<file path="src/rtl/mul_issue_queue.sv">
// Operand FIFO in front of the combinational multiplier, with a
// registered valid/ready product stage behind it.
module mul_issue_queue #(
   parameter int WIDTH = 32,
   parameter int DEPTH = 4,
   parameter int CNTW  = 3
) (
   input  logic             clk,
   input  logic             reset,
   input  logic             in_valid,
   output logic             in_ready,
   input  logic [WIDTH-1:0] in1,
   input  logic [WIDTH-1:0] in2,
   output logic [WIDTH-1:0] mul_a,
   output logic [WIDTH-1:0] mul_b,
   input  logic [WIDTH-1:0] mul_result,
   output logic             out_valid,
   input  logic             out_ready,
   output logic [WIDTH-1:0] out_result,
   output logic [CNTW-1:0]  count
);

   localparam int PW = (DEPTH > 1) ? $clog2(DEPTH) : 1;
   localparam logic [CNTW-1:0] FULL = CNTW'(DEPTH);

   logic [2*WIDTH-1:0] storage [DEPTH];
   logic [PW-1:0]      wr_ptr;
   logic [PW-1:0]      rd_ptr;
   logic               push;
   logic               fire;
   logic               not_empty;

   assign not_empty = (count != '0);
   assign in_ready  = (count != FULL);
   assign push      = in_valid & in_ready;
   assign fire      = not_empty & (~out_valid | out_ready);

   // Gate the head onto the multiplier only when it holds live data
   always_comb begin
      mul_a = '0;
      mul_b = '0;
      if (not_empty) begin
         mul_a = storage[rd_ptr][2*WIDTH-1:WIDTH];
         mul_b = storage[rd_ptr][WIDTH-1:0];
      end
   end

   always_ff @(posedge clk) begin
      if (push)
         storage[wr_ptr] <= {in1, in2};
   end

   always_ff @(posedge clk or posedge reset) begin
      if (reset) begin
         wr_ptr     <= '0;
         rd_ptr     <= '0;
         count      <= '0;
         out_valid  <= 1'b0;
         out_result <= '0;
      end else begin
         if (push)
            wr_ptr <= wr_ptr + PW'(1);
         if (fire) begin
            rd_ptr     <= rd_ptr + PW'(1);
            out_result <= mul_result;
            out_valid  <= 1'b1;
         end else if (out_valid && out_ready) begin
            out_valid <= 1'b0;
         end
         unique case ({push, fire})
            2'b10:   count <= count + CNTW'(1);
            2'b01:   count <= count - CNTW'(1);
            default: count <= count;
         endcase
      end
   end

endmodule

</file>
<file path="config.mk">
export PLATFORM = sky130hd
export DESIGN_NAME = mul_issue_queue
export DESIGN_NICKNAME = d
export VERILOG_FILES = /design/src/rtl/mul_issue_queue.sv
export SDC_FILE = /design/constraint.sdc
export NUM_CORES = 1
export LEC_CHECK = 0
export BUFFER_PORTS_ARGS = -buffer_cell sky130_fd_sc_hd__buf_2
export CORE_MARGIN = 10
export CORE_UTILIZATION = 45
export DETAILED_ROUTE_END_ITERATION = 16
export GPL_TIMING_DRIVEN = 0
export PLACE_DENSITY = 0.77
export SETUP_SLACK_MARGIN = 0.4
export SYNTH_ARGS = -nofsm -noshare
export SYNTH_HDL_FRONTEND = slang
export SYNTH_SLANG_ARGS = --single-unit
</file>
<file path="constraint.sdc">
create_clock -name clk -period 3.6 [get_ports clk]
set_input_delay 0.54 -clock clk [delete_from_list [all_inputs] [get_ports clk]]
set_output_delay 0.54 -clock clk [all_outputs]
set_load 0.1 [all_outputs]
</file>
==> run metrics <==
worst skew pair latency=~550 ps; max-cap violation count=0; final setup TNS=0 ps; Final nets=approximately 860; Hold Crit Class=input pin to async pin; Max Root-Sink Buffers=3; Yosys reg bits=just under 300; Final Cycle Share=0.8210; core area=25,110 um^2; CTS resizes=1; Avg Cell Area, Syn=between 20 and 25 um^2; Worst Max-Slew Pin Slew=between 800 and 900 ps; Total Die Area=approximately 32,000 um^2; drt first pass iters=4; FP Rows=between 50 and 60; Data arrival, critical path=~2400 ps; CTS tree=yes; Top cell by count, worst path=buf_2; final hold vios=0; Max H-tree Level=1; slowest stage delay, CP=approximately 450 ps; cts bufs inserted=30; synth unique cells=26; number of fill cells=1,929; GRT Util Overall=0.1445; HPWL after DPL=~16,000 um; chip height=179.5 um; DRC viols=0; Port Buffers=200; I/O pin cnt=around 200; Die Width=between 150 and 200 um; area occupied by multi-input gates=around 2600 um^2; grt ovf=0; Mapped Area=between 10,000 and 15,000 um^2; Setup Fix Bufs, Post-CTS=0; Max Clock Skew=~21 ps; worst setup path class=register to output port; Final Max Slew Viols=0; Area Overhead vs Synth=23.03%; Final setup viols=0; Max Fclk=338.3 MHz; status=complete, no violations; Synthesized Nets=slightly above 600; relative slew slack=0.4160; GPL Wtd Cong=approximately 0.75; clock-pin slew on the worst setup and hold paths=around 60 ps; crit path time final=just under 3000 ps; hold_buf cts=0; CP max stage cell=dfrtp_1; FF+latch area=about 8700 um^2; Initial Util=0.4557; cell count after synthesis=514; CP max FO=10; Vias per Instance=5.099; largest net degree at the start of global routing=a little over 40; Initial DRC Count=~380; Clock Sink Count=about 300; routed vias=5,640; root buf cell=clkbuf_16; WL final=23,680 um; startpoint types=register; final core occ=0.5606; Worst Setup End Kind=output port; WP data required=3060 ps; post-synthesis sequential area ratio=0.7593; crit-path leading delay family=buffers and inverters; number of global-route vias before repair=~6,300; WL per Instance=between 20 and 25 um; Yosys Warn Count=0; Worst Path Buf+Inv=3; first-pass GRT wire length=37,320 um; post-route ant nets=0; share of cells above drive strength 1=0.5090; antenna violations before repair=2; RSZ-0062 raised after global routing=no; Cell Chain, Critical Path=nor3_2 -> buf_2 -> clkbuf_2 -> nor2b_1 -> buf_2
[final cells by class]
class / instances / area share
Sequential cell: 296 / 0.6172
Timing Repair Buffer: 204 / 0.07733
Clock inverter: 21 / 0.01884
Multi-Input combinational cell: 186 / 0.1859
Buffer: 25 / 0.01298
Inverter: 7 / 0.001866
Antenna cell: 2 / 0.0003555
Tap cell: 330 / 0.02933
Clock buffer: 35 / 0.05617
[registers in the layout (all words and copies together), names as in the netlist]
signal      flops
out_valid       1
count           3
storage       256
wr_ptr          2
rd_ptr          2
out_result     32
[cells in the mapped netlist (all sizes together)]
cell / instances / area share
buf: 19 / 0.014
or3b: 1 / 0.00098
mux2i: 1 / 0.00087
fa: 1 / 0.0017
nor3: 1 / 0.00087
edfxtp: 256 / 0.67
xor2: 3 / 0.0023
xnor2: 3 / 0.0023
inv: 7 / 0.0023
dfrtp: 40 / 0.087
and3: 4 / 0.0022
nor2b: 65 / 0.036
nand2: 1 / 0.00033
nor2: 1 / 0.00033
mux2: 33 / 0.042
ha: 5 / 0.0055
nand2b: 1 / 0.00055
nand3b: 1 / 0.00066
and2: 1 / 0.00077
clkbuf: 6 / 0.0020
mux4: 64 / 0.13
[through the flow]
stage | setup WS (ps) | instances | hold WS [ps] | area [um^2]
2_1_floorplan | 182.3 | 514 | 534.8 | 11490
3_3_place_gp | 975.8 | 1044 | 463.9 | 12910
3_5_place_dp | 949.5 | 1048 | 473.5 | 13010
4_1_cts | 418.2 | 1104 | 182.2 | 14070
5_1_grt | 467.0 | 1104 | 191.5 | 14070
6_report | 644.4 | 1106 | 182.8 | 14080
[final timing paths]
check | start | to | slack, ps | depth (start not counted)
max in group asynchronous | reset | out_result[0]$_DFFE_PP0P_ | 2850 | 2
setup / recovery | count[0]$_DFFE_PP0P_ | mul_a[19] | 640 | 5
hold / removal | reset | out_result[18]$_DFFE_PP0P_ | 180 | 2
setup reg to reg | count[0]$_DFFE_PP0P_ | count[2]$_DFFE_PP0P_ | 1260 | 9
hold reg to reg | out_result[29]$_DFFE_PP0P_ | out_result[29]$_DFFE_PP0P_ | 490 | 1
min in group clk | in2[3] | storage[1][3]$_DFFE_PP_ | 200 | 1
[routing by layer]
| layer | GRT usage | up-vias | routed length [um] |
|---|---|---|---|
| met5 | 0 | - | 0 |
| met4 | 0.04367 | 0 | 649 |
| met3 | 0.02912 | 41 | 1251 |
| met2 | 0.2516 | 166 | 12210 |
| met1 | 0.1781 | 2908 | 9564 |
| li1 | - | 2525 | - |
[kinds of logic after synthesis]
| logic type | after synthesis | synth area share |
|---|---|---|
| DFF | 296 | 0.7593 |
| muxes | 98 | 0.1688 |
| and+or+nand+nor | 76 | 0.04221 |
| buffers and inverters | 32 | 0.01782 |
| xor gates and xnor gates | 6 | 0.004594 |
| adders and majority gates | 6 | 0.007217 |
[cell usage in the layout (no fill, tap or decap), types with 3 or more instances in the layout]
| master | instances |
|---|---|
| edfxtp_1 | 256 |
| inv_1 | 5 |
| clkinv_2 | 5 |
| buf_12 | 3 |
| xnor2_1 | 3 |
| mux2_1 | 4 |
| bufinv_16 | 6 |
| nor2b_1 | 46 |
| mux2_4 | 29 |
| buf_6 | 9 |
| clkinv_1 | 5 |
| dfrtp_1 | 40 |
| clkbuf_2 | 4 |
| xor2_1 | 3 |
| ha_1 | 5 |
| clkbuf_1 | 7 |
| buf_2 | 207 |
| and3_4 | 4 |
| clkbuf_16 | 31 |
| nor2b_2 | 19 |
| mux4_2 | 64 |
Power is left out: the tool's default activity adds up to more than one toggle a clock period on the data nets, which glitch-free logic cannot reach.
